--- config.mk ---
export PLATFORM = sky130hd
export DESIGN_NAME = pacman_int_ctrl_flat
export DESIGN_NICKNAME = d
export VERILOG_FILES = /design/src/rtl/pacman_int_ctrl_pkg.sv /design/src/rtl/pacman_int_ctrl_if.sv /design/src/rtl/pacman_tick_timer.sv /design/src/rtl/pacman_int_ctrl.sv /design/src/flat_wrapper.sv
export SDC_FILE = /design/constraint.sdc
export NUM_CORES = 1
export LEC_CHECK = 0
export BUFFER_PORTS_ARGS = -buffer_cell sky130_fd_sc_hd__buf_2
export CAP_MARGIN = 20
export CORE_MARGIN = 5
export CORE_UTILIZATION = 55
export CTS_CLUSTER_SIZE = 30
export DETAILED_ROUTE_END_ITERATION = 10
export MAX_ROUTING_LAYER = met4
export PLACE_DENSITY = 0.84
export SYNTH_ARGS = -nofsm -noshare
export SYNTH_HDL_FRONTEND = slang
export SYNTH_SLANG_ARGS = --single-unit
export TNS_END_PERCENT = 30
--- constraint.sdc ---
create_clock -name clk -period 3.4 [get_ports clk]
set_clock_uncertainty 0.15 [all_clocks]
set_input_delay 0.17 -clock clk [delete_from_list [all_inputs] [get_ports clk]]
set_output_delay 0.17 -clock clk [all_outputs]
set_load 0.02 [all_outputs]
--- src/rtl/pacman_int_ctrl_pkg.sv ---
// Shared constants and types for the Pac-Man interrupt responder.
package pacman_io_pkg;

    typedef logic [7:0] byte_t;

    localparam logic [15:0] INT_ENABLE_ADDR     = 16'h5000;
    localparam byte_t       INT_VECTOR_PORT     = 8'h00;
    localparam int          DEFAULT_TICK_CYCLES = 833333;

endpackage

--- src/rtl/pacman_int_ctrl_if.sv ---
// Z80 bus view seen by the interrupt responder. The CPU side is the master;
// the controller is the slave that returns int_n and the vector byte.
interface pacman_int_ctrl_if;
    import pacman_io_pkg::*;

    logic [15:0] cpu_A;
    byte_t       cpu_dout;
    logic        cpu_m1_n;
    logic        cpu_mreq_n;
    logic        cpu_iorq_n;
    logic        cpu_wr_n;
    logic        cpu_int_n;
    byte_t       int_di;
    logic        int_di_valid;

    modport master (
        output cpu_A, cpu_dout, cpu_m1_n, cpu_mreq_n, cpu_iorq_n, cpu_wr_n,
        input  cpu_int_n, int_di, int_di_valid
    );

    modport slave (
        input  cpu_A, cpu_dout, cpu_m1_n, cpu_mreq_n, cpu_iorq_n, cpu_wr_n,
        output cpu_int_n, int_di, int_di_valid
    );

endinterface

--- src/rtl/pacman_tick_timer.sv ---
// Free-running period timer: one-cycle tick the cycle after the counter
// reaches its last value.
module pacman_tick_timer
    import pacman_io_pkg::*;
#(
    parameter int TICK_CYCLES = DEFAULT_TICK_CYCLES
) (
    input  logic clk,
    input  logic reset_n,
    output logic tick
);

    localparam int                CNT_W = $clog2(TICK_CYCLES);
    localparam logic [CNT_W-1:0]  LAST  = CNT_W'(TICK_CYCLES - 1);

    logic [CNT_W-1:0] count;
    logic             at_last;

    assign at_last = (count == LAST);

    always_ff @(posedge clk) begin
        if (!reset_n) begin
            count <= '0;
            tick  <= 1'b0;
        end else begin
            tick  <= at_last;
            count <= at_last ? '0 : count + 1'b1;
        end
    end

endmodule

--- src/rtl/pacman_int_ctrl.sv ---
// Pac-Man interrupt responder: enable latch at 0x5000, IM2 vector on OUT
// port 0x00, int_n held low from tick until the CPU acknowledges.
module pacman_int_ctrl
    import pacman_io_pkg::*;
#(
    parameter int TICK_CYCLES = DEFAULT_TICK_CYCLES
) (
    input  logic                clk,
    input  logic                reset_n,
    pacman_int_ctrl_if.slave    bus,
    output logic                int_enable,
    output logic                tick
);

    byte_t vector;
    logic  enable;
    logic  pending;
    logic  pending_next;
    logic  ack;
    logic  ack_d;
    logic  ack_rise;
    logic  enable_wr;
    logic  vector_wr;

    pacman_tick_timer #(
        .TICK_CYCLES (TICK_CYCLES)
    ) u_timer (
        .clk     (clk),
        .reset_n (reset_n),
        .tick    (tick)
    );

    assign enable_wr = !bus.cpu_mreq_n && !bus.cpu_wr_n && (bus.cpu_A == INT_ENABLE_ADDR);
    assign vector_wr = !bus.cpu_iorq_n && !bus.cpu_wr_n && bus.cpu_m1_n
                       && (bus.cpu_A[7:0] == INT_VECTOR_PORT);
    assign ack       = !bus.cpu_m1_n && !bus.cpu_iorq_n;
    assign ack_rise  = ack && !ack_d;

    // A new tick wins over an ack clear so a back-to-back interrupt is never lost.
    always_comb begin
        pending_next = pending;
        if (enable_wr && !bus.cpu_dout[0])
            pending_next = 1'b0;
        else if (tick && enable)
            pending_next = 1'b1;
        else if (ack_rise)
            pending_next = 1'b0;
    end

    always_ff @(posedge clk) begin
        if (!reset_n) begin
            enable        <= 1'b0;
            vector        <= 8'h00;
            pending       <= 1'b0;
            ack_d         <= 1'b0;
            bus.cpu_int_n <= 1'b1;
        end else begin
            if (enable_wr)
                enable <= bus.cpu_dout[0];
            if (vector_wr)
                vector <= bus.cpu_dout;
            pending       <= pending_next;
            ack_d         <= ack;
            bus.cpu_int_n <= !pending_next;
        end
    end

    // Valid is masked while reset is held so the cpu_di mux never sees a vector then.
    assign bus.int_di_valid = ack && reset_n;
    assign bus.int_di       = vector;
    assign int_enable       = enable;

endmodule

--- src/flat_wrapper.sv ---
// flat-port wrapper written by rule: the top's interface ports become plain ports
module pacman_int_ctrl_flat import pacman_io_pkg::*;
#(
    parameter int TICK_CYCLES = DEFAULT_TICK_CYCLES
)
  (clk, reset_n, int_enable, tick, bus_cpu_A, bus_cpu_dout, bus_cpu_m1_n, bus_cpu_mreq_n, bus_cpu_iorq_n, bus_cpu_wr_n, bus_cpu_int_n, bus_int_di, bus_int_di_valid);
  pacman_int_ctrl_if bus_i ();
  input  logic clk;
  input  logic reset_n;
  output logic int_enable;
  output logic tick;
  input wire logic [$bits(bus_i.cpu_A)-1:0] bus_cpu_A;
  input wire logic [$bits(bus_i.cpu_dout)-1:0] bus_cpu_dout;
  input wire logic [$bits(bus_i.cpu_m1_n)-1:0] bus_cpu_m1_n;
  input wire logic [$bits(bus_i.cpu_mreq_n)-1:0] bus_cpu_mreq_n;
  input wire logic [$bits(bus_i.cpu_iorq_n)-1:0] bus_cpu_iorq_n;
  input wire logic [$bits(bus_i.cpu_wr_n)-1:0] bus_cpu_wr_n;
  output wire logic [$bits(bus_i.cpu_int_n)-1:0] bus_cpu_int_n;
  output wire logic [$bits(bus_i.int_di)-1:0] bus_int_di;
  output wire logic [$bits(bus_i.int_di_valid)-1:0] bus_int_di_valid;
  assign bus_i.cpu_A = bus_cpu_A;
  assign bus_i.cpu_dout = bus_cpu_dout;
  assign bus_i.cpu_m1_n = bus_cpu_m1_n;
  assign bus_i.cpu_mreq_n = bus_cpu_mreq_n;
  assign bus_i.cpu_iorq_n = bus_cpu_iorq_n;
  assign bus_i.cpu_wr_n = bus_cpu_wr_n;
  assign bus_cpu_int_n = bus_i.cpu_int_n;
  assign bus_int_di = bus_i.int_di;
  assign bus_int_di_valid = bus_i.int_di_valid;
  pacman_int_ctrl #(.TICK_CYCLES(TICK_CYCLES)) u_core (.clk(clk), .reset_n(reset_n), .bus(bus_i), .int_enable(int_enable), .tick(tick));
endmodule
==> summary.txt <==
outcome - complete, no violations
CP cell instances - ha_1 > nand4_1 > nor4_1 > mux2i_1 > nor3_1
fraction of the yosys area taken by sequential cells - 0.440
number of nets in the synthesized netlist - 199
number of DRC markers after the initial detailed-route iteration - 108
row count - 19
synthesis warning total - 0
DRC viols - 0
core area - 2690 sq um
measured slew at the worst slew-check pin - 0.562 ns
x dimension of the die - 62.3 um
wire length of the first global-routing pass - 6270 um
top-level I/O count - 42
drt first pass iters - 4
DIE HEIGHT - 62.3 um
number of flops mapped to enable cells by yosys - 0
number of buffers created by CTS - 5
max-slew violations - 0
cell total after placement - 234
instance count of the mapped netlist - 167
number of storage elements in the synthesis netlist - 33
number of global-route vias before repair - 1381
sum of negative setup slack - 0 ns
startpoint types - flip-flop
CP Max Fanout - 5
maximum number of pins on one net before global-route repair - 25
TritonCTS clock tree - yes
footprint of the flip-flops and latches - 661 sq um
Worst EP arrival - 2.10 ns
pre-CTS setup slack - 1.40 ns
vias per inst - 5.58
average cell area after synthesis - 9.00 sq um
min-delay worst type - input pin to flip-flop
via count - 1406
maximum clock insertion buffer count - 2
slowest cell on the critical path - nor4_1
overall fraction of global-route tracks in use - 0.207
Worst-Skew Late Latency - 0.35 ns
post-DP HPWL - 2520 um
clock period minus final worst setup slack - 2.02 ns
initial antenna violation count - 0
proportion of synthesized flip-flops having asynchronous set or reset - 0
effective utilization at floorplan - 0.559
Peak Freq - 495 MHz
diode insertion count for antenna repair - 0
multi-input combinational cell area - 793 sq um
Congestion Overflow GR - 0
number of nets in the final layout - 252
maximum level of the CTS H-tree - 2
most common library cell in the layout ignoring fill and taps - buf_2
least setup slack across all paths after layout - 1.38 ns
floorplan die area - 3880 sq um
minimum setup slack among reg-to-reg paths - 1.38 ns
unrepaired setup endpoints after global routing - false
Total Routed Length - 3740 um
proportion of layout cells with a drive suffix above 1 - 0.285
WL/cell - 14.8 um
summed instance area of the synthesized netlist - 1500 sq um
worst stage delay on the critical path - 0.56 ns
Post-CTS Resized - 0
weighted congestion reported at the end of routability-driven placement - 0.820
antenna-violating nets left - 0
count of final setup violators - 0
power per standard cell area - 356 nW/um^2
most instantiated flip-flop cell in the synthesis netlist - dfxtp_1
CTS sink cnt - 33
Critical Path RT - 3.48 ns
Filler cells - 207
Worst Setup End Kind - flip-flop
Finished Layout Cells - 252
area growth from synthesis to layout - 25.1%
crit path kind - flip-flop to flip-flop
clock edge transition at the registers on the reported setup and hold paths - 0.11 ns
hold violation total from the final report - 0
max cap viols - 0
IR drop worst, VDD - 349 uV
most used cells in the layout excluding fill and tap cells - buf_2, dfxtp_1, nand2_1, nand3_1
root cell of the clock tree - clkbuf_4
number of distinct library cells after synthesis - 34
part of the cycle the worst path needs - 0.595
Max-Slew Margin vs Limit - 0.622
number of input and output port buffers inserted - 41
total leakage power - 0.743 nW
-- registers in the layout, summed over array words and instances (netlist names) --
register              count
u_core.u_timer.tick       1
u_core.int_enable         1
u_core.u_timer.count     20
u_core.bus.int_di         8
u_core.pending            1
u_core.bus.cpu_int_n      1
u_core.ack_d              1
-- through the flow --
step	hold slack, ns	cell area [sq um]	total power [mW]	utilization
finish	0.0770	1880	0.669	0.700
floorplan	0.0951	1500	0.425	-
global placement	0.229	1720	0.444	0.642
global route	0.0910	1880	0.697	0.700
CTS	0.0594	1880	0.672	0.700
detailed placement	0.240	1720	0.448	0.642
-- metal layers --
| layer | share of wire | track usage |
|---|---|---|
| met4 | 0.020 | 0.114 |
| met1 | 0.40 | 0.215 |
| met5 | 0 | - |
| met3 | 0.083 | 0.0757 |
| met2 | 0.50 | 0.337 |
-- critical path: cells and delay by family (launching register included) --
kind	cells	cell delay [ns]
mux	1	0.26
flops	1	0.42
simple gates	3	0.81
fa+ha+maj	1	0.26
-- what timing repair did --
action,in CTS,in global routing
setup buffers,0,0
hold buffers,10,0
hold endpoints to repair,12,0
-- report_power, final --
group | leakage, nW | switching, mW | total [mW] | internal [mW]
clock | 0.0310 | 0.142 | 0.220 | 0.0778
combinational | 0.446 | 0.0263 | 0.0551 | 0.0287
sequential | 0.267 | 0.00400 | 0.394 | 0.390
-- layout make-up --
cell class	instances	share of cell area
Clock buffer	5	0.0200
Clock inverter	3	0.00932
Inverter	5	0.00999
Multi-Input combinational cell	123	0.422
Sequential cell	33	0.352
Tap cell	31	0.0206
Timing Repair Buffer	52	0.166
-- synth_stat cells (2+ instances only) --
cell,n,area share
or4_1,3,0.015
xor2_1,5,0.029
nor3b_1,2,0.010
nor2_1,7,0.017
nor3_1,8,0.027
ha_1,2,0.017
nor2_2,10,0.042
o21ai_0,9,0.030
nand4_1,5,0.021
o31ai_1,4,0.020
inv_1,5,0.012
a21oi_1,3,0.010
nand3_1,14,0.047
and4_1,2,0.012
dfxtp_1,33,0.44
xnor2_1,9,0.052
mux2i_1,2,0.013
nand4b_1,2,0.012
nor4_1,6,0.025
nand2_1,18,0.045
clkbuf_1,5,0.012
-- path summary, 6_finish.rpt --
path,from,end,cells past startpoint
hold reg to reg,u_core.bus.int_di[4]$_SDFFE_PN0P_,u_core.bus.int_di[4]$_SDFFE_PN0P_,2
setup reg to reg,u_core.u_timer.count[0]$_SDFF_PP0_,u_core.u_timer.count[18]$_SDFF_PP0_,5
hold / removal,reset_n,u_core.bus.cpu_int_n$_SDFF_PN1_,2
setup / recovery,u_core.u_timer.count[0]$_SDFF_PP0_,u_core.u_timer.count[18]$_SDFF_PP0_,5
-- logic make-up (layout without fill, tap and decap cells) --
logic type | count (synthesis) | count (layout) | share of synthesized area
simple gates | 86 | 86 | 0.326
flops | 33 | 33 | 0.440
compound gates | 19 | 19 | 0.0899
xor+xnor | 14 | 14 | 0.0816
buf+inv | 11 | 65 | 0.0325
fa+ha+maj | 2 | 2 | 0.0167
mux | 2 | 2 | 0.0133
Note: power is estimated with default switching activity, not from simulation.
